===== src/rtl/game_state_ctrl.sv =====
// Game-flow controller: sequences START -> GAME -> PLAYER_x -> START and
// commits every screen change on a vblank rising edge so the display never
// switches mid-frame. Also pulses game_rst on GAME entry and keeps scores.
module game_state_ctrl #(
    parameter int RESULT_FRAMES = 300,
    parameter int MIN_HOLD      = 60,
    parameter int SCORE_MAX     = 9
) (
    input  logic       clk,
    input  logic       rst,
    input  logic       btn_start,
    input  logic       p1_win,
    input  logic       p2_win,
    input  logic       vblnk,
    output logic [1:0] screen,
    output logic       game_rst,
    output logic [3:0] p1_score,
    output logic [3:0] p2_score
);

    localparam int CNT_W = $clog2(RESULT_FRAMES + 1);
    localparam logic [CNT_W-1:0] CNT_MAX   = CNT_W'(RESULT_FRAMES);
    localparam logic [CNT_W-1:0] CNT_HOLD  = CNT_W'(MIN_HOLD);
    localparam logic [CNT_W-1:0] CNT_ONE   = CNT_W'(1);
    localparam logic [3:0]       SCORE_TOP = 4'(SCORE_MAX);

    typedef enum logic [1:0] {
        START    = 2'd0,
        GAME     = 2'd1,
        PLAYER_1 = 2'd2,
        PLAYER_2 = 2'd3
    } state_t;

    state_t           state_q;
    state_t           req_state;
    logic             req_vld;
    logic [CNT_W-1:0] frame_cnt;
    logic             game_enter;

    logic btn_s1, btn_s2, btn_s3;
    logic start_pulse;
    logic vblnk_q;
    logic frame_tick;

    assign screen     = state_q;
    assign frame_tick = vblnk & ~vblnk_q;

    // Synchronize the raw button, register its rising edge, and delay vblank for edge detection.
    always_ff @(posedge clk or negedge rst) begin
        if (!rst) begin
            btn_s1      <= 1'b0;
            btn_s2      <= 1'b0;
            btn_s3      <= 1'b0;
            start_pulse <= 1'b0;
            vblnk_q     <= 1'b0;
        end else begin
            btn_s1      <= btn_start;
            btn_s2      <= btn_s1;
            btn_s3      <= btn_s2;
            start_pulse <= btn_s2 & ~btn_s3;
            vblnk_q     <= vblnk;
        end
    end

    // Screen FSM: latch one pending request, commit it on the next frame tick.
    always_ff @(posedge clk or negedge rst) begin
        if (!rst) begin
            state_q    <= START;
            req_state  <= START;
            req_vld    <= 1'b0;
            frame_cnt  <= '0;
            game_enter <= 1'b0;
            game_rst   <= 1'b0;
            p1_score   <= 4'd0;
            p2_score   <= 4'd0;
        end else begin
            game_enter <= 1'b0;
            game_rst   <= game_enter;
            if (frame_tick && req_vld) begin
                // Commit cycle: new requests seen now are against the old screen, so drop them.
                req_vld   <= 1'b0;
                frame_cnt <= '0;
                case (state_q)
                    START, GAME, PLAYER_1, PLAYER_2: begin
                        state_q <= req_state;
                        if (req_state == GAME) begin
                            game_enter <= 1'b1;
                        end
                        if (req_state == PLAYER_1 && p1_score < SCORE_TOP) begin
                            p1_score <= p1_score + 4'd1;
                        end
                        if (req_state == PLAYER_2 && p2_score < SCORE_TOP) begin
                            p2_score <= p2_score + 4'd1;
                        end
                    end
                    default: state_q <= START;
                endcase
            end else begin
                case (state_q)
                    START: begin
                        frame_cnt <= '0;
                        if (start_pulse && !req_vld) begin
                            req_state <= GAME;
                            req_vld   <= 1'b1;
                        end
                    end
                    GAME: begin
                        frame_cnt <= '0;
                        if (!req_vld) begin
                            if (p1_win) begin
                                req_state <= PLAYER_1;
                                req_vld   <= 1'b1;
                            end else if (p2_win) begin
                                req_state <= PLAYER_2;
                                req_vld   <= 1'b1;
                            end
                        end
                    end
                    PLAYER_1, PLAYER_2: begin
                        if (frame_tick && frame_cnt != CNT_MAX) begin
                            frame_cnt <= frame_cnt + CNT_ONE;
                        end
                        // Early button press before the minimum hold is simply not remembered.
                        if (!req_vld && (frame_cnt == CNT_MAX ||
                                         (start_pulse && frame_cnt >= CNT_HOLD))) begin
                            req_state <= START;
                            req_vld   <= 1'b1;
                        end
                    end
                    default: begin
                        // Unknown encoding: recover to START on the next frame tick.
                        req_vld <= 1'b0;
                        if (frame_tick) begin
                            state_q   <= START;
                            frame_cnt <= '0;
                        end
                    end
                endcase
            end
        end
    end

endmodule


===== config.mk =====
export PLATFORM = sky130hd
export DESIGN_NAME = game_state_ctrl
export DESIGN_NICKNAME = d
export VERILOG_FILES = /design/src/rtl/game_state_ctrl.sv
export SDC_FILE = /design/constraint.sdc
export NUM_CORES = 1
export LEC_CHECK = 0
export CAP_MARGIN = 10
export CORE_ASPECT_RATIO = 1.4
export CORE_MARGIN = 2
export CORE_UTILIZATION = 45
export DETAILED_ROUTE_END_ITERATION = 6
export PLACE_DENSITY = 0.69
export SLEW_MARGIN = 20
export SYNTH_ARGS = -nofsm -noshare
export SYNTH_HDL_FRONTEND = slang
export SYNTH_SLANG_ARGS = --single-unit

===== constraint.sdc =====
create_clock -name clk -period 1.4 [get_ports clk]
set_input_delay 0.28 -clock clk [delete_from_list [all_inputs] [get_ports clk]]
set_output_delay 0.28 -clock clk [all_outputs]
set_load 0.01 [all_outputs]

; ---- After elaboration in Yosys (flattened, before gate mapping)
; Cells that the tools add are included.
[op_classes]
eq_ne = 17
reduce_logical = 17
n_mux = 24
n_bitwise = 5
n_lt_le_gt_ge = 3
n_addsub = 3
[ops]
columns = cell, count
row1 = 2-to-1 mux 9 bit, 2
row2 = case mux 9 bit (2 select lines), 1
row3 = 2-to-1 mux 4 bit, 4
row4 = 2-to-1 mux 2 bit, 6
row5 = inequality test 3 bit (second input constant), 4
row6 = inequality test 2 bit (second input constant), 5
row7 = adder 9 x 1 -> 9 bit (second input constant), 1
row8 = == test 9 bit (second input constant), 1
row9 = >= comparator 9 x 6 -> 1 bit (second input constant), 1
row10 = 2-to-1 mux 1 bit, 9
row11 = inequality test 9 bit (second input constant), 1
row12 = adder 4 x 1 -> 4 bit (second input constant), 2
row13 = == test 2 bit (second input constant), 4
row14 = < comparator 4 bit (second input constant), 2
row15 = logical AND 1 bit, 7
row16 = case mux 2 bit (3 select lines), 1
row17 = AND reduction 2 bit, 3
row18 = AND reduction 5 bit, 1
row19 = == test 2 x 1 -> 1 bit (second input constant), 2
row20 = OR reduction 2 bit, 2
row21 = OR reduction 4 bit, 1
row22 = NOT 1 bit, 3
row23 = case mux 1 bit (3 select lines), 1
row24 = AND 1 bit, 2
row25 = 3 further kinds, 3
[totals]
in_bits = 6
out_inout_bits = 11
word_cells = 82
reg_bits = 29

; ---- Logic depth before layout (Yosys ltp)
[depth]
word_depth = 7
depth_mapped = 6
depth_no_buf = 6

; ---- Worst setup path after synthesis
; OpenSTA, ideal clock, no wires.
[synth_timing]
path_kind = register to register
from = register frame_cnt[0]
to = register frame_cnt[2]
path_stages_with_launch = 7
t_required_ns = 1.280
path_buffers = 0
setup_slack_ns = -0.131
arrival_ns = 1.411
path_cell_list = dfrtp_1 -> inv_1 -> ha_1 -> and4b_1 -> a31oi_2 -> a21oi_1 -> a31o_2
[synth_via]
elab_chain_cells = 4
[synth_lines]
columns = element, line
row1 = "start, declared", 37  ; logic [CNT_W-1:0] frame_cnt;
row2 = "start signal, assigned", 121  ; frame_cnt <= frame_cnt + CNT_ONE;
row3 = adder 9 x 1 -> 9 bit, 121
row4 = 2-to-1 mux 9 bit, 120  ; if (frame_tick && frame_cnt != CNT_MAX) begin
row5 = case mux 9 bit (2 select lines), 99  ; case (state_q)
row6 = 2-to-1 mux 9 bit, 79  ; if (frame_tick && req_vld) begin
; Parallel ways exist; a longest one is shown, timed or not. The select of a mux whose other input is x is not followed.
; A chain may end at the register's enable or synchronous reset.

; ---- Worst setup path in the final report
; Same ends and word-level chain as after synthesis.

==> impl_metrics.yaml <==
status:
  status: "finished with violations"
  failed_checks: "negative setup slack"
power_and_ir_drop:
  vdd_drop_max_mv: 0.951
  leakagePower_nw: 0.943
  power_density_mw_per_mm2: 1520
timing:
  grt_setup_unrepaired: "yes"
  relSlewSlack_pct: 73.2
  setup_viol: 11
  hold_viol_final: 0
  skew_ns: 0.00635
  fin_crit_sh_pct: 115
  max_freq_mhz: 620
  whs_ns: 0.347
  fin_crit_ns: 1.61
  worstMarginPinSlew_ns: 0.399
  slew_violations: 0
  worst_slack_ns: -0.214
  fin_tns_setup_ns: -1.72
global_route:
  antenna_found_initial: 0
  grt_pass1_vias: 1141
  overflow: 0
  grt_usage_pct: 20.8
  grt_start_max_net_pins: 30
  grt_pass1_wl_mm: 5.10
yosys:
  synth_area_mm2: 0.00136
  yosysTopAreaCell: "dfrtp_1"
  yosys.area.top_type_share_pct: 53.6
  synth_nets: 129
  ys_seq_elements: 29
  synth-seq-area-share_pct: 53.6
  synthTopCellsByArea: "dfrtp_1 (54%), ha_1 (5.5%), xnor2_1 (5.2%)"
  synth_warnings: 0
  avgSynthCellArea_um2: 11.6
  netlist-cell-type-count: 37
  syn_inst: 117
route:
  routed_via_density: 5.14
  antenna_left: 0
  first_pass_iters: 4
  wl_per_cell_um: 14.3
  dr.first_iter.drc_count: 31
  wl_mm: 3.07
  num_vias: 1099
  drc_errors: 0
critical_path:
  cp_num_cells: 7
  critical_path_class: "register to register"
  path_cells: "inv_1 > ha_2 > and4b_2 > buf_6 > a31oi_4 > buf_4 > a31o_2"
  crit_family: "flip-flops"
  worstPathArrival_ns: 1.79
  crit_path_end_kind: "register"
  slowest_stage: "dfrtp_1"
  cp_slowest_stage_delay_ns: 0.41
  cp_max_fo: 4
  worst-path-buf-inv: 3
  worstPathRequired_ns: 1.57
  startpoint_type: "register"
  r2r_cells: 7
layout:
  diodes: 0
  drive_above_1_share_pct: 40.1
  fin_util_pct: 70.0
  final_nets: 188
  fillers: 221
  area_growth_pct: 48.7
  fin_area_mm2: 0.00201
cts:
  cts_tree: "yes"
  clkSlewWorstSetupHoldPaths_ns: 0.06
  clk_latency_ns: 0.28
  cts_inserted_buffers: 5
  clockBufferDepth: 2
  clkSinkCount: 29
  cts_root_buf: "clkbuf_8"
  cts_max_level: 2
place:
  gp_congestion: 0.872
  hpwl_mm: 2.11
  port_buffers: 16
  post_dp_cell_area_mm2: 0.00180
  pre_cts_ws_ns: -0.422
floorplan:
  initial_core_util_pct: 47.1
  std_cell_rows: 23
  core_mm2: 0.00288
  die-area_mm2: 0.00347
  pin_count: 17
  die_h_um: 68.9
  die_width_um: 50.4
run:
  cap_violations: 0
worst_hold_path:
  whs_path_depth: 1
  hold_path_class: "input port to register"
-- final timing paths --
check / from / slack [ns] / to
max: frame_cnt[0] / -0.21 / frame_cnt[2]
min: vblnk / 0.35 / vblnk_q
max reg2reg: frame_cnt[0] / -0.21 / frame_cnt[2]
min reg2reg: btn_s1 / 0.35 / btn_s2
max in group asynchronous: rst / 0.86 / screen[0]
min in group asynchronous: rst / 0.36 / game_rst
-- where the power goes --
group	switching, mW	leakage, nW	internal (mW)	total (mW)
combinational	0.499	0.520	0.580	1.08
sequential	0.186	0.369	1.05	1.23
clock	0.309	0.0542	0.443	0.752
-- state kept, by name, indices dropped and copies added, names as in the netlist --
name / count
p2_score: 4
btn_s1: 1
game_enter: 1
p1_score: 4
start_pulse: 1
frame_cnt: 9
btn_s3: 1
req_state: 2
req_vld: 1
vblnk_q: 1
game_rst: 1
screen: 2
btn_s2: 1
-- cell type report --
type	count	area (um^2)	area share (%)
Inverter	7	26.3	1.30
Tap cell	37	46.3	2.30
Clock inverter	1	5.00	0.248
Timing Repair Buffer	53	452	22.4
Multi-Input combinational cell	80	661	32.8
Clock buffer	7	96.3	4.78
Sequential cell	29	728	36.1
-- worst register-to-register path, cell delays in order, from the launching register on --
cell and delay, ns:
dfrtp_1 0.41, inv_1 0.07, ha_2 0.15, and4b_2 0.27
buf_6 0.12, a31oi_4 0.11, buf_4 0.16, a31o_2 0.21
-- timing repair --
item                       4_1_cts  5_1_grt
setup buffers                    4        3
gates resized for setup         19       16
setup endpoints to repair       29       17
gates cloned                     0        0
hold buffers                     0        0
pin swaps                        8       12
-- routing by layer --
layer | vias to the layer above | part of all wire, % | GRT usage (%)
met5 | - | 0 | 0
met4 | 0 | 3.1 | 17.2
met3 | 8 | 3.5 | 6.03
met2 | 28 | 53 | 34.0
met1 | 535 | 41 | 22.2
li1 | 528 | - | -
-- cells by family after synthesis --
group | count (synthesis) | share of synthesized area (%)
buf+inv | 8 | 2.77
flops | 29 | 53.6
compound gates | 19 | 13.4
mux | 1 | 0.739
simple gates | 44 | 17.5
fa+ha+maj | 6 | 5.54
xor+xnor | 10 | 6.46
-- placed cells by master (no fill, tap or decap), drive strengths merged, types with 6 or more instances in the layout --
cell type / n
buf: 37
dfrtp: 29
nand2: 15
dlygate4sd2: 11
nor2: 10
xnor2: 8
clkbuf: 7
inv: 7
ha: 6
-- through the flow --
step / power [mW] / std cells
finish: 3.06 / 214
global route: 3.31 / 214
CTS: 3.04 / 211
detailed placement: 2.35 / 199
global placement: 2.32 / 199
floorplan: 1.69 / 117
-- cell usage after synthesis --
cell and instances:
dfrtp_1 29, nand2_1 14, nor2_1 10, xnor2_1 8, inv_1 7, ha_1 6
nand2b_1 4, o21ai_0 4, a211oi_2 2, a41o_1 2, and2_1 2, nand3_1 2
nor3_1 2, xor2_1 2, a2111oi_2 1, a2111oi_4 1, a211o_1 1, a211oi_1 1
a21oi_1 1, a311oi_1 1, a31o_2 1, a31oi_1 1, a31oi_2 1, and3b_1 1
and4b_1 1, buf_6 1, mux2i_1 1, nand2_2 1, nand3_2 1, nand3b_2 1
nand4b_1 1, nor2b_1 1, nor4_1 1, nor4b_2 1, o2111ai_1 1, o31ai_1 1
or4_1 1
(Power assumes the default switching activity.)
